$ cat config.mk
export PLATFORM = sky130hd
export DESIGN_NAME = div_seq_core_flat
export DESIGN_NICKNAME = d
export VERILOG_FILES = /design/src/rtl/div_seq_core_if.sv /design/src/rtl/div_seq_core.sv /design/src/flat_wrapper.sv
export SDC_FILE = /design/constraint.sdc
export NUM_CORES = 1
export LEC_CHECK = 0
export CELL_PAD_IN_SITES_DETAIL_PLACEMENT = 1
export CELL_PAD_IN_SITES_GLOBAL_PLACEMENT = 2
export CORE_MARGIN = 2
export CORE_UTILIZATION = 39
export CTS_CLUSTER_DIAMETER = 120
export DETAILED_ROUTE_END_ITERATION = 10
export PLACE_DENSITY = 0.95
export SLEW_MARGIN = 0
export SYNTH_ARGS = -nofsm -noshare
export SYNTH_HDL_FRONTEND = slang
export SYNTH_SLANG_ARGS = --single-unit
$ cat constraint.sdc
create_clock -name clk -period 3.95 [get_ports clk]
set_clock_uncertainty 0.15 [all_clocks]
set_input_delay 0.5925 -clock clk [delete_from_list [all_inputs] [get_ports clk]]
set_output_delay 0.5925 -clock clk [all_outputs]
set_load 0.01 [all_outputs]
$ cat src/rtl/div_seq_core_if.sv
// ---------------------------------------------------------------------------
// div_seq_core_if
// Handshake and operand/result bundle for the sequential signed divider.
//   start        requester -> core   operation request (sampled when idle)
//   dividend     requester -> core   signed dividend
//   divisor      requester -> core   signed divisor
//   busy         core -> requester   operation in progress
//   done         core -> requester   one-cycle completion pulse
//   quotient     core -> requester   signed quotient
//   remainder    core -> requester   signed remainder
//   div_by_zero  core -> requester   last divisor was zero
//   overflow     core -> requester   last operation was MIN / -1
// master: requester side, slave: divider core side.
// ---------------------------------------------------------------------------
interface div_seq_core_if #(
    parameter int unsigned WIDTH = 16
);
    logic             start;
    logic [WIDTH-1:0] dividend;
    logic [WIDTH-1:0] divisor;
    logic             busy;
    logic             done;
    logic [WIDTH-1:0] quotient;
    logic [WIDTH-1:0] remainder;
    logic             div_by_zero;
    logic             overflow;

    modport master (
        output start, dividend, divisor,
        input  busy, done, quotient, remainder, div_by_zero, overflow
    );

    modport slave (
        input  start, dividend, divisor,
        output busy, done, quotient, remainder, div_by_zero, overflow
    );
endinterface

$ cat src/rtl/div_seq_core.sv
// ---------------------------------------------------------------------------
// div_seq_core
// Sequential signed divider: restoring shift/subtract on operand magnitudes,
// one quotient bit per cycle, followed by sign correction (C semantics:
// quotient truncates toward zero, remainder takes the dividend's sign).
// Ports:
//   clk   rising-edge clock
//   rst   asynchronous active-low reset
//   bus   div_seq_core_if.slave (start/busy/done handshake, operands, results)
// Optional feature macro: DIV_REM_OUT_EN
//   defined     remainder is computed, sign-corrected and driven
//   undefined   remainder output is tied to zero
// ---------------------------------------------------------------------------
module div_seq_core #(
    parameter int unsigned WIDTH = 16
) (
    input  logic                 clk,
    input  logic                 rst,
    div_seq_core_if.slave        bus
);

    localparam int unsigned MAG_W = WIDTH + 1;
    localparam int unsigned CNT_W = $clog2(WIDTH + 1);
    localparam logic [CNT_W-1:0] LAST_ITER = CNT_W'(WIDTH - 1);
    localparam logic [WIDTH-1:0] MIN_NEG   = {1'b1, {(WIDTH-1){1'b0}}};
    localparam logic [WIDTH-1:0] ALL_ONES  = {WIDTH{1'b1}};

    localparam logic [2:0] S_IDLE = 3'd0;
    localparam logic [2:0] S_LOAD = 3'd1;
    localparam logic [2:0] S_ITER = 3'd2;
    localparam logic [2:0] S_FIX  = 3'd3;
    localparam logic [2:0] S_DONE = 3'd4;

    // Magnitude of a two's-complement value; MIN maps to 2^(WIDTH-1) as unsigned.
    function automatic logic [WIDTH-1:0] mag(input logic [WIDTH-1:0] v);
        mag = v[WIDTH-1] ? (~v + 1'b1) : v;
    endfunction

    logic [2:0]       state,      state_nxt;
    logic [WIDTH-1:0] dvd_q,      dvd_nxt;
    logic [WIDTH-1:0] dsr_q,      dsr_nxt;
    logic [WIDTH-1:0] dsr_mag_q,  dsr_mag_nxt;
    // Partial remainder after restore is always below |divisor| <= 2^(WIDTH-1),
    // so WIDTH bits hold it; the shifted value uses the full MAG_W bits.
    logic [WIDTH-1:0] r_q,        r_nxt;
    logic [WIDTH-1:0] q_q,        q_nxt;
    logic [CNT_W-1:0] cnt_q,      cnt_nxt;
    logic             q_sign_q,   q_sign_nxt;
    logic             busy_q,     busy_nxt;
    logic             done_q,     done_nxt;
    logic             dz_q,       dz_nxt;
    logic             ov_q,       ov_nxt;
    logic [WIDTH-1:0] quo_q,      quo_nxt;
`ifdef DIV_REM_OUT_EN
    logic             r_sign_q,   r_sign_nxt;
    logic [WIDTH-1:0] rem_q,      rem_nxt;
`endif

    logic [MAG_W-1:0] r_shift;
    logic [MAG_W-1:0] dsr_ext;
    logic             r_ge;

    // Shift/compare datapath for one restoring iteration.
    assign r_shift = {r_q, q_q[WIDTH-1]};
    assign dsr_ext = {1'b0, dsr_mag_q};
    assign r_ge    = (r_shift >= dsr_ext);

    // State and datapath registers.
    always_ff @(posedge clk or negedge rst) begin
        if (!rst) begin
            state     <= S_IDLE;
            dvd_q     <= '0;
            dsr_q     <= '0;
            dsr_mag_q <= '0;
            r_q       <= '0;
            q_q       <= '0;
            cnt_q     <= '0;
            q_sign_q  <= 1'b0;
            busy_q    <= 1'b0;
            done_q    <= 1'b0;
            dz_q      <= 1'b0;
            ov_q      <= 1'b0;
            quo_q     <= '0;
`ifdef DIV_REM_OUT_EN
            r_sign_q  <= 1'b0;
            rem_q     <= '0;
`endif
        end else begin
            state     <= state_nxt;
            dvd_q     <= dvd_nxt;
            dsr_q     <= dsr_nxt;
            dsr_mag_q <= dsr_mag_nxt;
            r_q       <= r_nxt;
            q_q       <= q_nxt;
            cnt_q     <= cnt_nxt;
            q_sign_q  <= q_sign_nxt;
            busy_q    <= busy_nxt;
            done_q    <= done_nxt;
            dz_q      <= dz_nxt;
            ov_q      <= ov_nxt;
            quo_q     <= quo_nxt;
`ifdef DIV_REM_OUT_EN
            r_sign_q  <= r_sign_nxt;
            rem_q     <= rem_nxt;
`endif
        end
    end

    // Next-state and next-output logic.
    always_comb begin
        state_nxt   = state;
        dvd_nxt     = dvd_q;
        dsr_nxt     = dsr_q;
        dsr_mag_nxt = dsr_mag_q;
        r_nxt       = r_q;
        q_nxt       = q_q;
        cnt_nxt     = cnt_q;
        q_sign_nxt  = q_sign_q;
        busy_nxt    = busy_q;
        done_nxt    = 1'b0;
        dz_nxt      = dz_q;
        ov_nxt      = ov_q;
        quo_nxt     = quo_q;
`ifdef DIV_REM_OUT_EN
        r_sign_nxt  = r_sign_q;
        rem_nxt     = rem_q;
`endif

        case (state)
            // DONE accepts a start too: that edge is the one that clears done.
            S_IDLE, S_DONE: begin
                if (bus.start) begin
                    dvd_nxt   = bus.dividend;
                    dsr_nxt   = bus.divisor;
                    busy_nxt  = 1'b1;
                    state_nxt = S_LOAD;
                end else begin
                    state_nxt = S_IDLE;
                end
            end

            // The dividend sign fill would be discarded here anyway, so the
            // magnitude loop starts from a cleared partial remainder.
            S_LOAD: begin
                q_nxt       = mag(dvd_q);
                dsr_mag_nxt = mag(dsr_q);
                r_nxt       = '0;
                cnt_nxt     = '0;
                q_sign_nxt  = dvd_q[WIDTH-1] ^ dsr_q[WIDTH-1];
`ifdef DIV_REM_OUT_EN
                r_sign_nxt  = dvd_q[WIDTH-1];
`endif
                state_nxt   = (dsr_q == '0) ? S_FIX : S_ITER;
            end

            S_ITER: begin
                if (r_ge) begin
                    r_nxt = WIDTH'(r_shift - dsr_ext);
                    q_nxt = {q_q[WIDTH-2:0], 1'b1};
                end else begin
                    r_nxt = r_shift[WIDTH-1:0];
                    q_nxt = {q_q[WIDTH-2:0], 1'b0};
                end
                cnt_nxt = cnt_q + 1'b1;
                if (cnt_q == LAST_ITER) begin
                    state_nxt = S_FIX;
                end
            end

            // Sign correction; MIN / -1 wraps naturally to MIN.
            S_FIX: begin
                if (dsr_q == '0) begin
                    quo_nxt = ALL_ONES;
                    dz_nxt  = 1'b1;
                    ov_nxt  = 1'b0;
`ifdef DIV_REM_OUT_EN
                    rem_nxt = dvd_q;
`endif
                end else begin
                    quo_nxt = q_sign_q ? (~q_q + 1'b1) : q_q;
                    dz_nxt  = 1'b0;
                    ov_nxt  = (dvd_q == MIN_NEG) && (dsr_q == ALL_ONES);
`ifdef DIV_REM_OUT_EN
                    rem_nxt = r_sign_q ? (~r_q + 1'b1) : r_q;
`endif
                end
                busy_nxt  = 1'b0;
                done_nxt  = 1'b1;
                state_nxt = S_DONE;
            end

            default: begin
                state_nxt = S_IDLE;
                busy_nxt  = 1'b0;
            end
        endcase
    end

    assign bus.busy        = busy_q;
    assign bus.done        = done_q;
    assign bus.quotient    = quo_q;
    assign bus.div_by_zero = dz_q;
    assign bus.overflow    = ov_q;
`ifdef DIV_REM_OUT_EN
    assign bus.remainder   = rem_q;
`else
    assign bus.remainder   = '0;
`endif

endmodule

$ cat src/flat_wrapper.sv
// flat-port wrapper written by rule: the top's interface ports become plain ports
module div_seq_core_flat 
#(
    parameter int unsigned WIDTH = 16
)
  (clk, rst, bus_start, bus_dividend, bus_divisor, bus_busy, bus_done, bus_quotient, bus_remainder, bus_div_by_zero, bus_overflow);
  div_seq_core_if #(.WIDTH(WIDTH)) bus_i ();
  input  logic clk;
  input  logic rst;
  input wire logic [$bits(bus_i.start)-1:0] bus_start;
  input wire logic [$bits(bus_i.dividend)-1:0] bus_dividend;
  input wire logic [$bits(bus_i.divisor)-1:0] bus_divisor;
  output wire logic [$bits(bus_i.busy)-1:0] bus_busy;
  output wire logic [$bits(bus_i.done)-1:0] bus_done;
  output wire logic [$bits(bus_i.quotient)-1:0] bus_quotient;
  output wire logic [$bits(bus_i.remainder)-1:0] bus_remainder;
  output wire logic [$bits(bus_i.div_by_zero)-1:0] bus_div_by_zero;
  output wire logic [$bits(bus_i.overflow)-1:0] bus_overflow;
  assign bus_i.start = bus_start;
  assign bus_i.dividend = bus_dividend;
  assign bus_i.divisor = bus_divisor;
  assign bus_busy = bus_i.busy;
  assign bus_done = bus_i.done;
  assign bus_quotient = bus_i.quotient;
  assign bus_remainder = bus_i.remainder;
  assign bus_div_by_zero = bus_i.div_by_zero;
  assign bus_overflow = bus_i.overflow;
  div_seq_core #(.WIDTH(WIDTH)) u_core (.clk(clk), .rst(rst), .bus(bus_i));
endmodule
# Word-level counts from Yosys, hierarchy flattened
# Index checks and enable logic that the tools add are counted.
[totals] reg_bits=109 in_bits=35 out_inout_bits=36 word_cells=59
[classes] n_addsub=5 n_lt_le_gt_ge=1 n_eq_ne=9 n_mux=18 bitwise=5 reduce_logical=8
[ops] cell="16-bit 2-to-1 mux" n=5
[ops] cell="16-bit case mux with 2 select lines" n=2
[ops] cell="16-bit by 1-bit adder with 16-bit output, second input constant" n=3
[ops] cell="16-bit inverter" n=3
[ops] cell="16-bit == test, second input constant" n=2
[ops] cell="17-bit by 16-bit >= comparator with 1-bit output" n=1
[ops] cell="16-bit logical NOT" n=1
[ops] cell="16-bit subtractor" n=1
[ops] cell="3-bit case mux with 4 select lines" n=1
[ops] cell="5-bit case mux with 2 select lines" n=1
[ops] cell="1-bit 2-to-1 mux" n=7
[ops] cell="3-bit by 2-bit == test with 1-bit output, second input constant" n=2
[ops] cell="5-bit by 1-bit adder with 5-bit output, second input constant" n=1
[ops] cell="5-bit by 4-bit == test with 1-bit output, second input constant" n=1
[ops] cell="2-bit AND reduction" n=2
[ops] cell="2-bit OR reduction" n=2
[ops] cell="3-bit by 1-bit == test with 1-bit output, second input constant" n=1
[ops] cell="3-bit == test, second input constant" n=1
[ops] cell="3-bit logical NOT" n=1
[ops] cell="3-bit 2-to-1 mux" n=1
[ops] cell="2-bit by 1-bit != test with 1-bit output, second input constant" n=1
[ops] cell="2-bit != test, second input constant" n=1
[ops] cell="1-bit case mux with 2 select lines" n=1
[ops] cell="2-bit nonzero test" n=1
[ops] cell="3 further kinds" n=3

# Depth between registers and ports, before layout
[logic_depth] word_depth=4 ltp_mapped=10 ltp_nobuf=9

# Worst setup path before layout
# Ideal clock, no wire load.
[synth_path] kind="flip-flop to flip-flop" startpoint="register u_core.r_q[5]" endpoint="register u_core.r_q[2]" arrival_ns=2.182 required_ns=3.669 setup_slack_ns=1.487 stages_incl_launch_ff=10 n_path_buf=2 synth_period_minus_slack_ns=2.463 path_cell_list="dfrtp_1 ha_1 buf_2 a21oi_2 o21ai_1 a311o_1 a211oi_2 buf_6 mux2i_1 o21ai_1"
[synth_via] elab_chain_len=3
[synth_lines] item="from (decl)" line_no="div_seq_core.sv:45" rtl="logic [WIDTH-1:0] r_q, r_nxt;"
[synth_lines] item="from (signal assigned)" line_no="div_seq_core.sv:93" rtl="r_q <= r_nxt;"
[synth_lines] item="17-bit by 16-bit >= comparator with 1-bit output" line_no="div_seq_core.sv:66" rtl="assign r_ge = (r_shift >= dsr_ext);"
[synth_lines] item="16-bit 2-to-1 mux" line_no="div_seq_core.sv:157" rtl="if (r_ge) begin"
[synth_lines] item="16-bit case mux with 2 select lines" line_no="div_seq_core.sv:129" rtl="case (state)"
# Every way passes these cells.
# A chain may end at the register's enable or synchronous reset.

# Final worst setup path
[layout_path] startpoint="register u_core.dsr_mag_q[8]" endpoint="register u_core.r_q[1]"
[layout_via] elab_chain_len=3
[layout_lines] item="from (decl)" line_no="div_seq_core.sv:42" rtl="logic [WIDTH-1:0] dsr_mag_q, dsr_mag_nxt;"
[layout_lines] item="from (signal assigned)" line_no="div_seq_core.sv:92" rtl="dsr_mag_q <= dsr_mag_nxt;"
[layout_lines] item="17-bit by 16-bit >= comparator with 1-bit output" line_no="div_seq_core.sv:66"
[layout_lines] item="16-bit 2-to-1 mux" line_no="div_seq_core.sv:157"
[layout_lines] item="16-bit case mux with 2 select lines" line_no="div_seq_core.sv:129"
# Every way passes these cells.

==> metrics.csv <==
stage;metric;value;unit
run;Max-Cap Viols;0;
sta;Final Cycle Share;0.696;
grt;initial antenna violation count;0;
worst_setup_path;crit start category;flop;
clocking;TritonCTS Buffers;9;
sta;Slew @ Worst Pin;0.770;ns
grt;largest net degree at the start of global routing;52;
yosys;Netlist cell types;63;
sta;Max-slew headroom;0.483;
sta;Hold Slack;0.113;ns
clocking;clock-pin transition on the worst setup and hold timing paths;0.08;ns
cells_and_area;Final nets;751;
clocking;CTS-repair resized insts;0;
sta;clock period minus worst slack;2.75;ns
worst_setup_path;Worst Setup End Kind;flop;
grt;all-layer global routing usage;0.195;
cells_and_area;fin area;7230;um2
route;routed wire length per instance;17.3;um
yosys;largest area contributor in the netlist;dfrtp_1;
cells_and_area;Fill cells;1817;
yosys;Post-synth ARST share;1.00;
floorplanning;die area;17000;um2
yosys;register area share after synthesis;0.437;
place;Placer Congestion;0.885;
cells_and_area;share of layout cells above drive strength 1;0.0946;
yosys;number of synthesized flops with an enable pin;0;
cells_and_area;synthesis-to-layout area growth;15.6;%
route;Final ANT Viol Nets;0;
sta;count of final setup violators;0;
route;drt drc;0;
run_status;outcome;finished, final reports clean;
worst_setup_path;Worst EP arrival;2.89;ns
floorplanning;CORE AREA;15800;um2
clocking;Max Root-Sink Buffers;2;
worst_setup_path;Slowest-stage cell, CP;a311o_1;
clocking;Hold Buf Count CTS;0;
worst_setup_path;maximum fanout along the worst path;12;
yosys;post-synth top area share;0.437;
yosys;Top FF cell, synth;dfrtp_1;
floorplanning;Die Y;131;um
worst_setup_path;Req. time, crit path;4.09;ns
yosys;post-synthesis compound-gate area fraction;0.175;
floorplanning;Row Count;46;
power;Max IR drop VDD;0.381;mV
yosys;synth warn;0;
yosys;dominant cells by area after synthesis;dfrtp_1, o21ai_0, nand2_1;
yosys;Synth Area in XOR/XNOR;0.0701;
floorplanning;die width;131;um
cells_and_area;Multi-input gate area;3220;um2
route;Vias;4955;
yosys;Post-Syn Area;6250;um2
worst_setup_path;CP cell instances;inv_1, ha_1, a21oi_2, o21ai_1, a311o_1, a211oi_2, buf_4, mux2i_1, a22o_1;
clocking;Worst-Skew Late Latency;0.36;ns
sta;Final Max Slew Viols;0;
clocking;CTS tree;built;
place;placed inst area;6930;um2
yosys;mux share of post-synthesis cell area;0.0697;
grt;number of global-route vias before repair;4989;
route;First DRT Iteration DRCs;198;
sta;Fmax;364;MHz
yosys;synthesized flop and latch total;109;
yosys;largest family of logic cells by synthesized area;compound AO/OA/AOI/OAI gates;
floorplanning;initial core utilization;0.396;
cells_and_area;non-filler cells, final;914;
min_path;worst hold-check path type;in2async;
yosys;cell count after synthesis;653;
sta;unrepaired setup endpoints after global routing;no;
cells_and_area;Finished Core Util;0.458;
grt;Congestion Overflow GR;0;
sta;Hold Fails Final Rpt;0;
place;dpl cells;898;
yosys;Post-Synth Simple-Gate Area;0.144;
sta;setup TNS;0;ns
worst_setup_path;slowest cell delay on critical path;0.41;ns
worst_setup_path;worst path bufs/invs;2;
power;Pleak;3.11;nW
clocking;setup bufs post-CTS;0;
cells_and_area;diodes inserted;0;
yosys;synthesized area per cell;9.57;um2
floorplanning;I/O Pins;71;
route;Total Wirelength;15.8;mm
clocking;# clock sinks;109;
route;Pre-Repair DR Iteration Count;4;
place;DPL Wire Length;11.8;mm
clocking;H-tree depth;3;
yosys;post-synthesis adder-cell area fraction;0.0473;
cells_and_area;Seq. cell area;2730;um2
worst_setup_path;WS Path Type;reg2reg;
power;pwr/cell area;932;nW/um2
route;Avg Vias per Cell;5.42;
clocking;Clk Tree Root Cell;clkbuf_16;
grt;first-pass GRT wire length;26.2;mm
place;IO buf count;54;
worst_setup_path;Top delay family on crit path;compound AO/OA/AOI/OAI gates;
-- synthesized netlist by cell type (2+ instances only) --
library cell  number
dfrtp_1          109
nand2_1           85
o21ai_0           64
xor2_1            31
clkbuf_1          28
inv_1             28
mux2_2            28
nor2_1            26
ha_1              22
xnor2_1           19
a21oi_1           18
buf_4             16
a22oi_1           14
o31ai_1           14
mux2i_1           12
a31oi_1           10
nand2b_1          10
nand3_1           10
o21ai_1            8
nor2b_1            7
nand4_1            6
nor3_1             6
or3_1              6
or4_1              6
a21o_1             5
a32oi_1            4
and3_1             4
o41ai_1            4
a21oi_2            3
a22o_1             3
buf_2              3
o211ai_1           3
o221ai_1           3
a21boi_0           2
a311o_1            2
and2_1             2
nand3b_1           2
nand4b_1           2
nor4_1             2
o21a_1             2
or4_4              2
-- power by group --
part	switching [W]	total, W	leakage [nW]	internal, W
combinational	0.00196	0.00355	1.62	0.00158
clock	0.000438	0.000933	0.146	0.000495
sequential	0.000626	0.00226	1.34	0.00163
total	0.00303	0.00673	3.11	0.00371
-- cells in the final DEF, fill, tap and decap left out, types with 16 or more instances in the layout --
cell,count
dfrtp_1,109
inv_1,28
a21oi_1,18
xnor2_1,19
nor2_1,25
clkdlybuf4s50_1,53
xor2_1,31
ha_1,22
nand2_1,85
mux2_2,28
o21ai_0,64
conb_1,16
-- routing by layer --
layer  routed length (um)  track usage  share of wire
met1                 7340        0.266           0.46
met2                 7780        0.326           0.49
met3                  509       0.0195          0.032
met4                  226       0.0695          0.014
met5                    0            0              0
-- cells by family (layout without fill, tap and decap cells) --
family | after synthesis | count (layout)
simple gates | 182 | 182
compound gates | 171 | 171
flops | 109 | 109
buf+inv | 77 | 107
xor+xnor | 50 | 50
mux | 40 | 40
fa+ha+maj | 23 | 23
other cells | 1 | 16
-- sequential cells by signal, indices dropped and copies added (netlist names) --
register,count
u_core.q_q,16
u_core.state,3
u_core.cnt_q,5
u_core.bus.overflow,1
u_core.bus.busy,1
u_core.q_sign_q,1
u_core.r_q,16
u_core.bus.done,1
u_core.bus.div_by_zero,1
u_core.dsr_q,16
u_core.bus.quotient,16
u_core.dvd_q,16
u_core.dsr_mag_q,16
-- per-stage QoR --
stage          total power (W)  setup WS (ns)
4_1_cts                0.00678           1.23
5_1_grt                0.00729           1.06
2_1_floorplan          0.00472           1.49
3_3_place_gp           0.00559           1.33
6_report               0.00673           1.20
3_5_place_dp           0.00580           1.27
-- worst paths after layout --
check                      cells past startpoint  slack (ns)                                from                                 end
min reg2reg                                    2        0.33  u_core.bus.quotient[8]$_DFFE_PN0P_  u_core.bus.quotient[8]$_DFFE_PN0P_
max in group asynchronous                      2        2.66                                 rst         u_core.dsr_q[1]$_DFFE_PN0P_
min in group clk                               2        0.33  u_core.bus.quotient[8]$_DFFE_PN0P_  u_core.bus.quotient[8]$_DFFE_PN0P_
min                                            1        0.11                                 rst         u_core.dsr_q[3]$_DFFE_PN0P_
max                                            9        1.20     u_core.dsr_mag_q[8]$_DFFE_PN0P_           u_core.r_q[1]$_DFFE_PN0N_
max reg2reg                                    9        1.20     u_core.dsr_mag_q[8]$_DFFE_PN0P_           u_core.r_q[1]$_DFFE_PN0N_
-- layout make-up --
class | count | area share
Clock buffer | 9 | 0.0312
Sequential cell | 109 | 0.377
Tap cell | 216 | 0.0374
Clock inverter | 7 | 0.0102
Timing Repair Buffer | 62 | 0.0828
Inverter | 29 | 0.0151
Multi-Input combinational cell | 482 | 0.446
No activity file was read; power rests on OpenSTA's default activity.
